<file path="config.mk">
export PLATFORM = sky130hd
export DESIGN_NAME = exmem_skid_reg
export DESIGN_NICKNAME = d
export VERILOG_FILES = /design/src/rtl/pipe_pkg.sv /design/src/rtl/pipe_slot.sv /design/src/rtl/exmem_skid_reg.sv
export SDC_FILE = /design/constraint.sdc
export NUM_CORES = 1
export LEC_CHECK = 0
export CORE_ASPECT_RATIO = 0.8
export CORE_MARGIN = 2
export CORE_UTILIZATION = 35
export CTS_BUF_LIST = sky130_fd_sc_hd__clkbuf_4
export CTS_CLUSTER_DIAMETER = 40
export DETAILED_ROUTE_END_ITERATION = 6
export PLACE_DENSITY_LB_ADDON = 0.2
export SLEW_MARGIN = 30
export SYNTH_ARGS = -nofsm -noshare
export SYNTH_HDL_FRONTEND = slang
export SYNTH_SLANG_ARGS = --single-unit
</file>
<file path="constraint.sdc">
create_clock -name clk -period 1.8 [get_ports clk]
set_input_delay 0.18 -clock clk [delete_from_list [all_inputs] [get_ports clk]]
set_output_delay 0.18 -clock clk [all_outputs]
set_load 0.01 [all_outputs]
</file>
<file path="src/rtl/pipe_pkg.sv">
// rtl/pipe_pkg.sv - shared types for the execute->memory pipeline register
package pipe_pkg;

  localparam int DATA_W = 32;

  typedef struct packed {
    logic [DATA_W-1:0] alu_result;
    logic [DATA_W-1:0] store_data;
    logic              we;
    logic              select_mem;
    logic              data_input_s;
    logic              data_input_on;
  } exmem_payload_t;

  typedef enum logic [1:0] {
    EMPTY = 2'd0,
    ONE   = 2'd1,
    FULL  = 2'd2
  } skid_state_t;

endpackage

</file>
<file path="src/rtl/pipe_slot.sv">
// rtl/pipe_slot.sv - load/clear register holding one execute->memory payload
module pipe_slot
  import pipe_pkg::*;
(
  input  logic           clk,
  input  logic           reset,
  input  logic           i_clear,
  input  logic           i_load,
  input  exmem_payload_t i_d,
  output exmem_payload_t o_q
);

  exmem_payload_t r_q;

  always_ff @(posedge clk) begin
    if (reset || i_clear) begin
      r_q <= '0;
    end else if (i_load) begin
      r_q <= i_d;
    end
  end

  assign o_q = r_q;

endmodule

</file>
<file path="src/rtl/exmem_skid_reg.sv">
// rtl/exmem_skid_reg.sv - execute->memory register with 2-entry skid buffer,
// forwarding tap and saturating stall counter
module exmem_skid_reg #(
  parameter int DATA_W = 32,
  parameter int CNT_W  = 16
) (
  input  logic              clk,
  input  logic              reset,
  input  logic              flush,
  input  logic              valid_i,
  output logic              ready_o,
  input  logic [DATA_W-1:0] alu_result_i,
  input  logic [DATA_W-1:0] store_data_i,
  input  logic              we_i,
  input  logic              select_mem_i,
  input  logic              data_input_s_i,
  input  logic              data_input_on_i,
  output logic              valid_o,
  input  logic              ready_i,
  output logic [DATA_W-1:0] alu_result_o,
  output logic [DATA_W-1:0] store_data_o,
  output logic              we_o,
  output logic              select_mem_o,
  output logic              data_input_s_o,
  output logic              data_input_on_o,
  output logic              fwd_valid_o,
  output logic [DATA_W-1:0] fwd_data_o,
  output logic [1:0]        occupancy_o,
  output logic [CNT_W-1:0]  stall_cnt_o
);

  import pipe_pkg::*;

  skid_state_t    r_state;
  skid_state_t    w_state_nxt;
  exmem_payload_t w_in;
  exmem_payload_t w_main_d;
  exmem_payload_t w_main_q;
  exmem_payload_t w_skid_q;
  logic           w_accept;
  logic           w_issue;
  logic           w_main_load;
  logic           w_main_from_skid;
  logic           w_main_clear;
  logic           w_skid_load;
  logic           w_skid_clear;
  logic [CNT_W-1:0] r_stall_cnt;

  assign w_in = '{alu_result:    alu_result_i,
                  store_data:    store_data_i,
                  we:            we_i,
                  select_mem:    select_mem_i,
                  data_input_s:  data_input_s_i,
                  data_input_on: data_input_on_i};

  assign ready_o  = (r_state != FULL) && !reset;
  assign valid_o  = (r_state != EMPTY);
  assign w_accept = valid_i && ready_o;
  assign w_issue  = valid_o && ready_i;

  always_ff @(posedge clk) begin
    if (reset) begin
      r_state <= EMPTY;
    end else begin
      r_state <= w_state_nxt;
    end
  end

  always_comb begin
    w_state_nxt      = r_state;
    w_main_load      = 1'b0;
    w_main_from_skid = 1'b0;
    w_main_clear     = 1'b0;
    w_skid_load      = 1'b0;
    w_skid_clear     = 1'b0;
    if (flush) begin
      w_state_nxt  = EMPTY;
      w_main_clear = 1'b1;
      w_skid_clear = 1'b1;
    end else begin
      unique case (r_state)
        EMPTY: begin
          if (w_accept) begin
            w_main_load = 1'b1;
            w_state_nxt = ONE;
          end
        end
        ONE: begin
          if (w_accept && w_issue) begin
            w_main_load = 1'b1;
          end else if (w_accept) begin
            w_skid_load = 1'b1;
            w_state_nxt = FULL;
          end else if (w_issue) begin
            // Clearing on drain keeps the head outputs at zero while empty.
            w_main_clear = 1'b1;
            w_state_nxt  = EMPTY;
          end
        end
        FULL: begin
          if (w_issue) begin
            w_main_load      = 1'b1;
            w_main_from_skid = 1'b1;
            w_skid_clear     = 1'b1;
            w_state_nxt      = ONE;
          end
        end
        default: begin
          w_state_nxt  = EMPTY;
          w_main_clear = 1'b1;
          w_skid_clear = 1'b1;
        end
      endcase
    end
  end

  assign w_main_d = w_main_from_skid ? w_skid_q : w_in;

  pipe_slot u_main (
    .clk     (clk),
    .reset   (reset),
    .i_clear (w_main_clear),
    .i_load  (w_main_load),
    .i_d     (w_main_d),
    .o_q     (w_main_q)
  );

  pipe_slot u_skid (
    .clk     (clk),
    .reset   (reset),
    .i_clear (w_skid_clear),
    .i_load  (w_skid_load),
    .i_d     (w_in),
    .o_q     (w_skid_q)
  );

  // Stall counter ignores flush so stall statistics survive pipeline flushes.
  always_ff @(posedge clk) begin
    if (reset) begin
      r_stall_cnt <= '0;
    end else if (valid_o && !ready_i && (r_stall_cnt != {CNT_W{1'b1}})) begin
      r_stall_cnt <= r_stall_cnt + 1'b1;
    end
  end

  assign alu_result_o    = w_main_q.alu_result;
  assign store_data_o    = w_main_q.store_data;
  assign we_o            = w_main_q.we && valid_o;
  assign select_mem_o    = w_main_q.select_mem;
  assign data_input_s_o  = w_main_q.data_input_s;
  assign data_input_on_o = w_main_q.data_input_on;
  assign fwd_valid_o     = valid_o;
  assign fwd_data_o      = (r_state == FULL)  ? w_skid_q.alu_result :
                           (r_state == EMPTY) ? '0 : w_main_q.alu_result;
  assign occupancy_o     = (r_state == FULL) ? 2'd2 :
                           (r_state == ONE)  ? 2'd1 : 2'd0;
  assign stall_cnt_o     = r_stall_cnt;

endmodule

</file>
# Word-level counts from Yosys, hierarchy flattened
# Index checks and enable logic that the tools add are counted.
[totals] ff_bits=154 inputBits=73 out_inout_bits=121 word_cells=67
[op_classes] n_addsub=1 n_eq_ne=8 muxes=27 reduce_logical=17
[ops] operator="$mux 68" count=1
[ops] operator="$mux 32" count=2
[ops] operator="$add 16x1->16 const B" count=1
[ops] operator="$ne 16x16->1 const B" count=1
[ops] operator="$mux 1" count=14
[ops] operator="$mux 2" count=6
[ops] operator="$ne 2x2->1 const B" count=4
[ops] operator="$logic_and 1x1->1" count=7
[ops] operator="$pmux 2 s3" count=1
[ops] operator="$reduce_or 2->1" count=3
[ops] operator="$pmux 1 s2" count=2
[ops] operator="$reduce_and 4->1" count=1
[ops] operator="$ne 3x3->1 const B" count=1
[ops] operator="$pmux 1 s3" count=1
[ops] operator="$eq 2x1->1 const B" count=1
[ops] operator="$eq 2x2->1 const B" count=1
[ops] operator="$logic_not 1->1" count=2
[ops] operator="$logic_not 2->1" count=1
[ops] operator="$logic_or 1x1->1" count=2
[ops] operator="$reduce_bool 2->1" count=1

# Depth between registers and ports, before layout
# Gate-level depths: netlist (run 1).
[logic_depth] ltp_word=8 depth_mapped=8 depth_no_buf=5

# By module
# From an unflattened synthesis (run 1), not the netlist that was laid out.
[hier_totals] cells_unflattened=687 area_unflattened_um2=7018.0
[modules_own_cells] mod="pipe_slot" n_inst=2 cells_each=221 area_per_inst_um2=2419.8 seq_area_each_um2=1361.3
[modules_own_cells] mod="exmem_skid_reg" n_inst=1 cells_each=245 area_per_inst_um2=2178.3 seq_area_each_um2=360.3

# Worst setup path before layout (run 1)
# Ideal clock, no wire load.
[synth_timing] path_type="register to register" from="register r_stall_cnt[0], in the netlist stall_cnt_o[0]" to="register r_stall_cnt[14], in the netlist stall_cnt_o[14]" setup_ns=0.086 arrival_ns=1.894 required_time_ns=1.714 path_slack_ns=-0.179 stages_incl_launch_ff=6 n_path_buf=0 synth_period_minus_slack_ns=1.979 cell_sequence="dfxtp_1 -> ha_1 -> nand2_1 -> or4_4 -> or3_1 -> a211oi_1"
[synth_between] elab_chain_cells=2 elab_cells_between_ends=3 classes_between="add/sub (1); eq/ne (1); reduce/logical (1)"
[synth_lines] element="from (decl)" line_no="exmem_skid_reg.sv:47" text="logic [CNT_W-1:0] r_stall_cnt;"
[synth_lines] element="from (signal assigned)" line_no="exmem_skid_reg.sv:142" text="r_stall_cnt <= r_stall_cnt + 1'b1;"
[synth_lines] element="parallel branches: the longest is 2 deep, another holds $add 16x1->16"
# Several ways; the timed one is not identified.
# A chain may end at the register's enable or synchronous reset.

# Worst setup path in the final report (run 1)
[layout_timing] from="register r_state[0]" to="register u_main.r_q (netlist bit u_main.o_q[46])"
[layout_between] elab_chain_cells=8 elab_cells_between_ends=23 classes_between="eq/ne (3); mux (12); reduce/logical (8)"
[layout_lines] element="from (decl)" line_no="exmem_skid_reg.sv:34" text="skid_state_t r_state;"
[layout_lines] element="from (signal assigned)" line_no="exmem_skid_reg.sv:65" text="r_state <= w_state_nxt;"
[layout_lines] element="$reduce_bool 2->1 / $ne 2x2->1 (equally long branches)" line_no="exmem_skid_reg.sv:57, exmem_skid_reg.sv:56"
[layout_lines] element="$logic_and 1x1->1 (on tied branches)" line_no="exmem_skid_reg.sv:59, exmem_skid_reg.sv:56"
[layout_lines] element="$mux 1 / $logic_and 1x1->1 (equally long branches)" line_no="exmem_skid_reg.sv:94, exmem_skid_reg.sv:101, exmem_skid_reg.sv:58"
[layout_lines] element="$mux 1 / $logic_and 1x1->1 (equally long branches)" line_no="exmem_skid_reg.sv:91, exmem_skid_reg.sv:89"
[layout_lines] element="$mux 1" line_no="exmem_skid_reg.sv:89" text="if (w_accept && w_issue) begin"
[layout_lines] element="$pmux 1 s2" line_no="exmem_skid_reg.sv:81" text="unique case (r_state)"
[layout_lines] element="$mux 1" line_no="exmem_skid_reg.sv:76" text="if (flush) begin"
[layout_lines] element="$logic_or 1x1->1" line_no="pipe_slot.sv:16" text="if (reset || i_clear) begin"
[layout_lines] element="to (signal assigned)" line_no="pipe_slot.sv:19" text="r_q <= i_d;"
[layout_lines] element="to (decl)" line_no="pipe_slot.sv:13" text="exmem_payload_t r_q;"
# Several ways; a longest one is shown, not always the timed one.

==> results of run 1 <==
sequential cells by signal, indices dropped and copies added, names as in the netlist:
| signal | cells |
|---|---|
| stall_cnt_o | 16 |
| r_state | 2 |
| u_main.o_q | 68 |
| u_skid.o_q | 68 |
per-layer routing:
layer  up-vias  GRT usage (%)  wire length, um
met3        22          4.180             1310
met5         -              0                0
met1      3603          27.84            13130
li1       3550              -                -
met4         0          4.862              346
met2       195          29.00            12010
cell usage after synthesis, drive strengths merged, types with 7 or more instances:
| cell type | count |
|---|---|
| nand3 | 140 |
| a22o | 31 |
| dfxtp | 154 |
| buf | 91 |
| mux2 | 72 |
| mux2i | 70 |
| o21ai | 8 |
| nor2 | 10 |
| nand2 | 146 |
| nand4 | 7 |
| nor2b | 8 |
| clkbuf | 56 |
| a21oi | 77 |
worst max-delay path, delay by kind of cell, from the launching register on:
family / cells / cell delay [ns]
buffers and inverters: 2 / 0.34
AO/OA/AOI/OAI: 1 / 0.34
AND/OR/NAND/NOR: 2 / 0.70
flip-flops: 1 / 0.40
multiplexers: 1 / 0.19
layout make-up:
| cell class | count | area, um^2 | area share, % |
|---|---|---|---|
| Multi-Input combinational cell | 614 | 4604 | 38.77 |
| Timing Repair Buffer | 308 | 3491 | 29.39 |
| Sequential cell | 154 | 3105 | 26.15 |
| Tap cell | 306 | 382.9 | 3.223 |
| Clock inverter | 15 | 138.9 | 1.169 |
| Clock buffer | 17 | 127.6 | 1.074 |
| Inverter | 6 | 22.52 | 0.1896 |
| Antenna cell | 2 | 5.005 | 0.04214 |
final timing paths:
path / start / endpoint / slack (ns) / depth (start not counted)
hold reg to reg: u_skid.o_q[22] / u_skid.o_q[22] / 0.47 / 2
hold / removal: store_data_i[18] / u_skid.o_q[22] / 0.17 / 3
setup reg to reg: r_state[0] / u_main.o_q[46] / -0.25 / 6
setup / recovery: r_state[0] / u_main.o_q[46] / -0.25 / 6
power groups by stage:
stage / sequential [mW] / clock [mW] / combinational (mW)
global placement: 3.53 / 0 / 0.724
finish: 3.45 / 2.13 / 0.869
detailed placement: 3.53 / 0 / 0.725
floorplan: 3.53 / 0 / 0.353
CTS: 3.45 / 2.19 / 0.768
global route: 3.46 / 2.34 / 0.918
metrics by stage:
step / utilization, % / hold slack, ns / setup slack, ns / cells / instance area, um^2
4_1_cts: 48.11 / 0.1255 / -0.1813 / 1392 / 10710
3_5_place_dp: 46.19 / 0.4464 / -0.3520 / 1342 / 10280
3_3_place_gp: 46.19 / 0.4381 / -0.2933 / 1342 / 10280
5_1_grt: 53.36 / 0.1438 / -0.2858 / 1421 / 11880
6_report: 53.37 / 0.1723 / -0.2500 / 1422 / 11880
2_1_floorplan: - / 0.2697 / 0.003233 / 919 / 7896
cell families (layout without fill, tap and decap cells):
group | after synthesis | after routing | synth area share, %
adder cells (fa/ha/maj) | 1 | 1 | 0.1588
buffers and inverters | 153 | 346 | 11.04
AO/OA/AOI/OAI | 131 | 132 | 10.50
AND/OR/NAND/NOR | 338 | 339 | 19.97
multiplexers | 142 | 142 | 19.19
other | 0 | 2 | 0
flip-flops | 154 | 154 | 39.14
timing repair:
item                                    in CTS  in global routing
gates resized for setup                    202                173
endpoints found under the setup margin      50                173
gates cloned                                 5                 25
pin swaps                                   11                 97
setup buffers                               14                  3
==> reports/qor.yml, run 1 <==
global_routing:
  grt_max_degree: 67
  grt_pass1_wl_um: 36390
  grtUsageTotal_pct: 19.24
  antenna_found_initial: 2
  grt_overflow: 0
  grt_pass1_vias: 6729
outcome:
  status: "finished, violations left"
  violations: "design-rule violations, negative setup slack"
place:
  dp_hpwl_um: 15030
  port_buffers: 193
  place_congestion: 0.7639
timing:
  slew_viol_final: 0
  rsz0062_at_grt: "yes"
  slew_headroom_pct: 69.23
  fmax_mhz: 487.8
  setup_tns_ns: -22.33
  worst_slack_ns: -0.2500
  hold_viol_final: 0
  tightest_slew_ns: 0.4599
  setup_viol: 170
  period_share_pct: 113.9
  finalCriticalPeriod_ns: 2.050
  clock_skew_ns: 0.02327
yosys:
  synth_ff_type: "dfxtp_1"
  synth_area_um2: 7876
  syn_nets: 993
  seq_area_frac_synth_pct: 39.14
  synthArstFlopShare_pct: 0
  synth-seq-cells: 154
  synth.top_cell.area_share_pct: 39.14
  yosysTopAreaCell: "dfxtp_1"
  synth-edff-count: 0
  synthCells: 919
  yosys-top-cells-area: "dfxtp_1 (39%), mux2i_1 (8.9%), nand3_1 (8.9%)"
  yosys_warnings: 0
  synth.distinct_cells: 42
  postSynthAreaPerCell_um2: 8.571
pwr:
  power.density_nw_per_um2: 542.9
  pwr-share-clk_pct: 33.0
  total_power_mw: 6.449
  internal_power_mw: 4.614
  swShare_pct: 28.45
  seq_power_share_pct: 53.6
  pwr-share-comb_pct: 13.5
  leakage_nw: 4.553
  ir_drop_mv: 0.4195
  p_sw_mw: 1.835
clocking:
  clk_pin_slew_ns: 0.15
  htree_levels: 4
  cts_buffer_depth: 2
  cts_tree: "done"
  clkLatencyLatePin_ns: 0.57
  clock-sinks: 154
  root_buffer: "clkbuf_4"
  cts_hold_buffers: 0
  cts_buffers: 17
route:
  via_per_inst: 5.183
  wl_per_cell_um: 18.84
  drc: 3
  vias: 7370
  drtAntennaViolNets: 0
  dr.first_iter.drc_count: 467
  routed_wl_um: 26790
  drtPass1Iterations: 7
worst_setup_path:
  arrival_ns: 2.53
  worst-setup-path-type: "reg2reg"
  worst-path-max-fanout: 8
  max_stage_delay_ns: 0.58
  endpoint_kind: "flip-flop"
  critPathSlowestCell: "or4b_4"
  start_kind: "flip-flop"
  crit_chain: "buf_6, nor2b_4, or4b_4, a21o_4, clkbuf_16, mux2i_1"
  required_ns: 2.28
floorplan:
  die_height_um: 138.2
  core_um2: 22260
  dieArea_um2: 23730
  die_w_um: 171.7
  start_util_pct: 35.39
  ios: 194
  rows: 49
layout:
  layout_commonest_cell: "clkdlybuf4s50_1"
  final.fill_count: 2026
  layout_common_cells: "clkdlybuf4s50_1 (145), dfxtp_1 (144), nand3_1 (139)"
  syn_to_final_growth_pct: 50.80
  drive_gt1_share_pct: 33.21
  nNetsFinal: 1175
flow_run:
  maxCapViolCount: 0
worst_hold_path:
  hp-class: "in2reg"
No activity file was read; power rests on OpenSTA's default activity.
==> run 2, diff against run 1 <==
--- a/config.mk
+++ b/config.mk
@@ -5,7 +5,7 @@
 export SDC_FILE = /design/constraint.sdc
 export NUM_CORES = 1
 export LEC_CHECK = 0
-export CORE_ASPECT_RATIO = 0.8
+export CORE_ASPECT_RATIO = 1.1
 export CORE_MARGIN = 2
 export CORE_UTILIZATION = 35
 export CTS_BUF_LIST = sky130_fd_sc_hd__clkbuf_4
==> reports/qor.yml, run 2 (synthesis results as in run 1) <==
outcome:
  status: "finished, violations left"  # unchanged
  violations: "negative setup slack"  # was design-rule violations, negative setup slack
worst_setup_path:
  arrival_ns: 2.38  # was 2.53 ns
  critPathSlowestCell: "or4b_4"  # unchanged
  endpoint_kind: "flip-flop"  # unchanged
  worst-setup-path-type: "reg2reg"  # unchanged
  reg2reg_to: "u_main.o_q[2]"  # was u_main.o_q[46]
  crit_chain: "buf_8, nor2b_4, or4b_4, a21o_4, buf_12, clkbuf_16, mux2i_1"  # was buf_6, nor2b_4, or4b_4, a21o_4, clkbuf_16, mux2i_1
  worst-path-max-fanout: 7  # was 8
  crit_family: "simple AND/OR/NAND/NOR gates"  # unchanged
  required_ns: 2.25  # was 2.28 ns
  reg2reg_slack_ns: -0.12  # was -0.25 ns
  critical_path.endpoint: "u_main.o_q[2]"  # was u_main.o_q[46]
  r2r-start: "r_state[0]"  # unchanged
  startpoint: "r_state[0]"  # unchanged
  reg2reg_depth: 7  # was 6
  start_kind: "flip-flop"  # unchanged
  worst-path-stages: 7  # was 6
  path_buf_inv: 3  # was 2
  max_stage_delay_ns: 0.48  # was 0.58 ns
timing:
  fmax_mhz: 520.3  # was 487.8 MHz
  setup_viol: 135  # was 170
  worst_slack_ns: -0.1221  # was -0.2500 ns
  tightest_slew_ns: 0.4174  # was 0.4599 ns
  rsz0062_at_grt: "yes"  # unchanged
  period_share_pct: 106.8  # was 113.9%
  clock_skew_ns: 0.01623  # was 0.02327 ns
  slew_headroom_pct: 71.45  # was 69.23%
  slew_viol_final: 0  # unchanged
  hold_viol_final: 0  # unchanged
  finalCriticalPeriod_ns: 1.922  # was 2.050 ns
clocking:
  cts_tree: "done"  # unchanged
  clock-sinks: 154  # unchanged
  cts_hold_buffers: 0  # unchanged
  clk_pin_slew_ns: 0.14  # was 0.15 ns
  cts_buffers: 17  # unchanged
  clkLatencyLatePin_ns: 0.55  # was 0.57 ns
  cts_buffer_depth: 2  # unchanged
  htree_levels: 4  # unchanged
  root_buffer: "clkbuf_4"  # unchanged
place:
  dpl_worst_slack_ns: -0.3195  # was -0.3520 ns
  place_congestion: 0.8523  # was 0.7639
  place_inst: 1336  # was 1342
  port_buffers: 193  # unchanged
  dp_hpwl_um: 15030  # about the same
flow_run:
  maxCapViolCount: 0  # unchanged
floorplan:
  rows: 57  # was 49
  core_um2: 22110  # was 22260 um^2
  ios: 194  # unchanged
  die_w_um: 147.0  # was 171.7 um
  start_util_pct: 35.63  # was 35.39%
  dieArea_um2: 23720  # was 23730 um^2
  die_height_um: 161.3  # was 138.2 um
global_routing:
  grt_max_degree: 69  # was 67
  grt_pass1_vias: 6726  # was 6729
  grt_pass1_wl_um: 37090  # was 36390 um
  grt_overflow: 0  # unchanged
  antenna_found_initial: 1  # was 2
  grtUsageTotal_pct: 19.61  # was 19.24%
pwr:
  leakage_nw: 4.803  # was 4.553 nW
  power.density_nw_per_um2: 541.4  # was 542.9 nW/um^2
  ir_drop_mv: 0.3187  # was 0.4195 mV
route:
  drc: 0  # was 3
  dr.first_iter.drc_count: 316  # was 467
  routed_wl_um: 25410  # was 26790 um
  wl_per_cell_um: 18.04  # was 18.84 um
  drtPass1Iterations: 5  # was 7
  vias: 7267  # was 7370
  via_per_inst: 5.161  # was 5.183
  drtAntennaViolNets: 0  # unchanged
layout:
  drive_gt1_share_pct: 32.76  # was 33.21%
  layout_common_cells: "dfxtp_1 (147), clkdlybuf4s50_1 (144), nand3_1 (139)"  # was clkdlybuf4s50_1 (145), dfxtp_1 (144), nand3_1 (139)
  layout_commonest_cell: "dfxtp_1"  # was clkdlybuf4s50_1
  stdcell_count: 1408  # was 1422
  utilization_pct: 53.01  # was 53.37%
  final.fill_count: 2059  # was 2026
  nNetsFinal: 1173  # was 1175
  syn_to_final_growth_pct: 48.78  # was 50.80%
worst_hold_path:
  hp-class: "in2reg"  # unchanged
-- run 2: cell count changes in the layout (fill, tap and decap cells not counted), sizes merged --
cell	previous run	this run
dlymetal6s2s	2	3
clkbuf	32	31
a21o	2	1
buf	138	142
clkdlybuf4s50	145	144
clkinv	4	7
or4	6	5
inv	13	7
clkinvlp	3	2
-- run 2: tightest hold or removal path: cells and delay by family --
| family | cells | cell delay, ns |
|---|---|---|
| buf+inv | 1 | 0.42 |
| simple gates | 1 | 0.06 |
| compound gates | 1 | 0.05 |
-- run 2: layout make-up --
cell class,instances,area [um^2],share of cell area (%)
Tap cell,295,369.1,3.150
Clock buffer,20,150.1,1.281
Clock inverter,11,98.84,0.8435
Timing Repair Buffer,308,3423,29.21
Multi-Input combinational cell,612,4548,38.81
Sequential cell,154,3102,26.47
Antenna cell,2,5.005,0.04271
Inverter,6,22.52,0.1922
-- run 2: metal layers --
metal / vias up / wire (um) / track usage [%]
met5: - / 0 / 0
met2: 214 / 12230 / 33.12
met1: 3484 / 11260 / 25.18
li1: 3541 / - / -
met4: 0 / 357 / 4.983
met3: 28 / 1562 / 4.859
-- run 2: how the worst min path moves through the flow --
stage / depth (start not counted) / from / endpoint
6_report: 3 / store_data_i[15] / u_skid.o_q[19]
5_1_grt: 3 / store_data_i[25] / u_skid.o_q[29]
4_1_cts: 3 / store_data_i[15] / u_skid.o_q[19]
3_5_place_dp: 2 / u_skid.o_q[29] / u_skid.o_q[29]
3_3_place_gp: 2 / u_skid.o_q[32] / u_skid.o_q[32]
2_1_floorplan: 1 / flush / r_state[1]
-- run 2: report_power, final --
part           total (mW)  internal, mW  switching (mW)
clock network        2.00         0.721            1.28
registers            3.45          3.43          0.0207
logic               0.892         0.485           0.407
total                6.34          4.64            1.71
-- run 2: what timing repair did --
| item | in CTS | in global routing |
|---|---|---|
| gates resized for setup | 196 | 180 |
| setup buffers | 15 | 9 |
| pin swaps | 5 | 89 |
| cloned | 6 | 13 |
| setup endpoints to repair | 148 | 181 |
-- run 2: per-stage QoR --
step / power [mW] / hold slack [ns] / TNS [ns] / cell area (um^2)
after global placement: 4.273 / 0.4381 / -34.32 / 10290
after floorplan: 3.878 / 0.2697 / 0 / 7896
final: 6.345 / 0.1809 / -9.144 / 11720
after global routing: 6.618 / 0.1377 / -22.00 / 11720
after CTS: 6.340 / 0.1158 / -10.73 / 10800
after detailed placement: 4.274 / 0.4428 / -37.37 / 10290
==> run 3, diff against run 2 <==
--- a/config.mk
+++ b/config.mk
@@ -7,7 +7,7 @@
 export LEC_CHECK = 0
 export CORE_ASPECT_RATIO = 1.1
 export CORE_MARGIN = 2
-export CORE_UTILIZATION = 35
+export CORE_UTILIZATION = 46
 export CTS_BUF_LIST = sky130_fd_sc_hd__clkbuf_4
 export CTS_CLUSTER_DIAMETER = 40
 export DETAILED_ROUTE_END_ITERATION = 6
==> reports/qor.yml, run 3 (synthesis results as in run 1) <==
timing:
  period_share_pct: 108.8  # was 106.8%
  clock_skew_ns: 0.02033  # was 0.01623 ns
  slew_headroom_pct: 69.67  # was 71.45%
  whs_ns: 0.1889  # was 0.1809 ns
  fmax_mhz: 510.7  # was 520.3 MHz
  worst_slack_ns: -0.1582  # was -0.1221 ns
  setup_viol: 96  # was 135
  hold_viol_final: 0  # unchanged
  finalCriticalPeriod_ns: 1.958  # was 1.922 ns
  rsz0062_at_grt: "yes"  # unchanged
  tightest_slew_ns: 0.4434  # was 0.4174 ns
  slew_viol_final: 0  # unchanged
worst_setup_path:
  worst-path-max-fanout: 8  # was 7
  reg2reg_slack_ns: -0.16  # was -0.12 ns
  arrival_ns: 2.42  # was 2.38 ns
  worst-setup-path-type: "reg2reg"  # unchanged
  start_kind: "flip-flop"  # unchanged
  endpoint_kind: "flip-flop"  # unchanged
  required_ns: 2.26  # was 2.25 ns
place:
  place_congestion: 0.8028  # was 0.8523
  place_area_um2: 9957  # was 10290 um^2
  dp_hpwl_um: 13210  # was 15030 um
  place_inst: 1229  # was 1336
  port_buffers: 193  # unchanged
route:
  drtPass1Iterations: 5  # unchanged
  wl_per_cell_um: 17.80  # was 18.04 um
  vias: 7234  # was 7267
  via_per_inst: 5.616  # was 5.161
  drc: 0  # unchanged
  dr.first_iter.drc_count: 441  # was 316
  drtAntennaViolNets: 0  # unchanged
  routed_wl_um: 22930  # was 25410 um
outcome:
  violations: "negative setup slack"  # unchanged
  status: "finished, violations left"  # unchanged
global_routing:
  grt_overflow: 0  # unchanged
  antenna_found_initial: 1  # unchanged
  grt_pass1_vias: 6276  # was 6726
  grt_max_degree: 71  # was 69
  grtUsageTotal_pct: 22.59  # was 19.61%
  grt_pass1_wl_um: 32780  # was 37090 um
layout:
  syn_to_final_growth_pct: 36.35  # was 48.78%
  stdcell_count: 1288  # was 1408
  fin_area_um2: 10740  # was 11720 um^2
  layout_common_cells: "nand2_1 (144), clkdlybuf4s50_1 (144), dfxtp_1 (143)"  # was dfxtp_1 (147), clkdlybuf4s50_1 (144), nand3_1 (139)
  nNetsFinal: 1144  # was 1173
  utilization_pct: 63.58  # was 53.01%
  drive_gt1_share_pct: 24.47  # was 32.76%
clocking:
  clock-sinks: 154  # unchanged
  clk_pin_slew_ns: 0.13  # was 0.14 ns
  cts_buffer_depth: 2  # unchanged
  cts_buffers: 17  # unchanged
  clkLatencyLatePin_ns: 0.56  # was 0.55 ns
  root_buffer: "clkbuf_4"  # unchanged
  cts_tree: "done"  # unchanged
  cts_hold_buffers: 0  # unchanged
  htree_levels: 4  # unchanged
floorplan:
  rows: 50  # was 57
  die_w_um: 128.8  # was 147.0 um
  dieArea_um2: 18190  # was 23720 um^2
  die_height_um: 141.2  # was 161.3 um
  start_util_pct: 46.63  # was 35.63%
  ios: 194  # unchanged
  core_um2: 16890  # was 22110 um^2
worst_hold_path:
  hp-class: "in2reg"  # unchanged
pwr:
  power.density_nw_per_um2: 590.1  # was 541.4 nW/um^2
  ir_drop_mv: 0.4113  # was 0.3187 mV
  leakage_nw: 4.272  # was 4.803 nW
  total_power_mw: 6.337  # was 6.345 mW
flow_run:
  maxCapViolCount: 0  # unchanged
## run 3: changes by cell type in the layout (fill, tap and decap cells not counted), moves of 10 or more
cell / previous run / this run
nand2_4: 39 / 0
a21oi_2: 48 / 16
buf_12: 29 / 16
buf_4: 50 / 40
buf_6: 24 / 11
a21oi_1: 29 / 61
nand2_1: 99 / 144
## run 3: final cells by class
type | instances | area [um^2]
Sequential cell | 154 | 3109
Multi-Input combinational cell | 613 | 4174
Tap cell | 208 | 260.3
Timing Repair Buffer | 278 | 2912
Antenna cell | 1 | 2.502
Clock inverter | 11 | 131.4
Clock buffer | 17 | 127.6
Inverter | 6 | 22.52
Fill cell | 1469 | 6152
## run 3: report_power, final
group | switching (mW) | internal, mW
combinational | 0.364 | 0.435
clock | 1.18 | 0.914
sequential | 0.0203 | 3.43
total | 1.56 | 4.78
## run 3: worst paths after layout
kind                    end  cells past startpoint              from
max          u_main.o_q[53]                      6        r_state[0]
max reg2reg  u_main.o_q[53]                      6        r_state[0]
min reg2reg  u_skid.o_q[31]                      2    u_skid.o_q[31]
min          u_skid.o_q[26]                      3  store_data_i[22]
## run 3: worst max-delay path, stage by stage, from the launching register on
cell	delay, ns
dfxtp_4	0.39
buf_6	0.14
nor2b_4	0.13
or4b_4	0.53
a21o_4	0.30
clkbuf_16	0.20
mux2i_1	0.19
## run 3: what timing repair did
item                                   4_1_cts  5_1_grt
setup buffers                               10        8
setup endpoints to repair                   49      123
gates resized for setup                    169       74
cloned                                       3       12
endpoints found under the hold margin        0        0
pin swaps                                    2       17
## run 3: per-stage QoR
stage               setup WS, ns  setup TNS [ns]
finish                   -0.1582          -5.113
global route             -0.1971          -11.65
CTS                      -0.1912          -8.173
detailed placement       -0.3286          -41.40
global placement         -0.2927          -39.27
floorplan               0.003233               0
## run 3: layer usage
layer | part of all wire [%] | global-route usage [%] | up-vias | routed length (um)
met5 | 0 | 0 | - | 0
met4 | 1.7 | 7.208 | 0 | 396
met3 | 6.8 | 5.844 | 28 | 1564
met2 | 48 | 36.84 | 237 | 10920
met1 | 44 | 29.21 | 3496 | 10040
li1 | - | - | 3473 | -
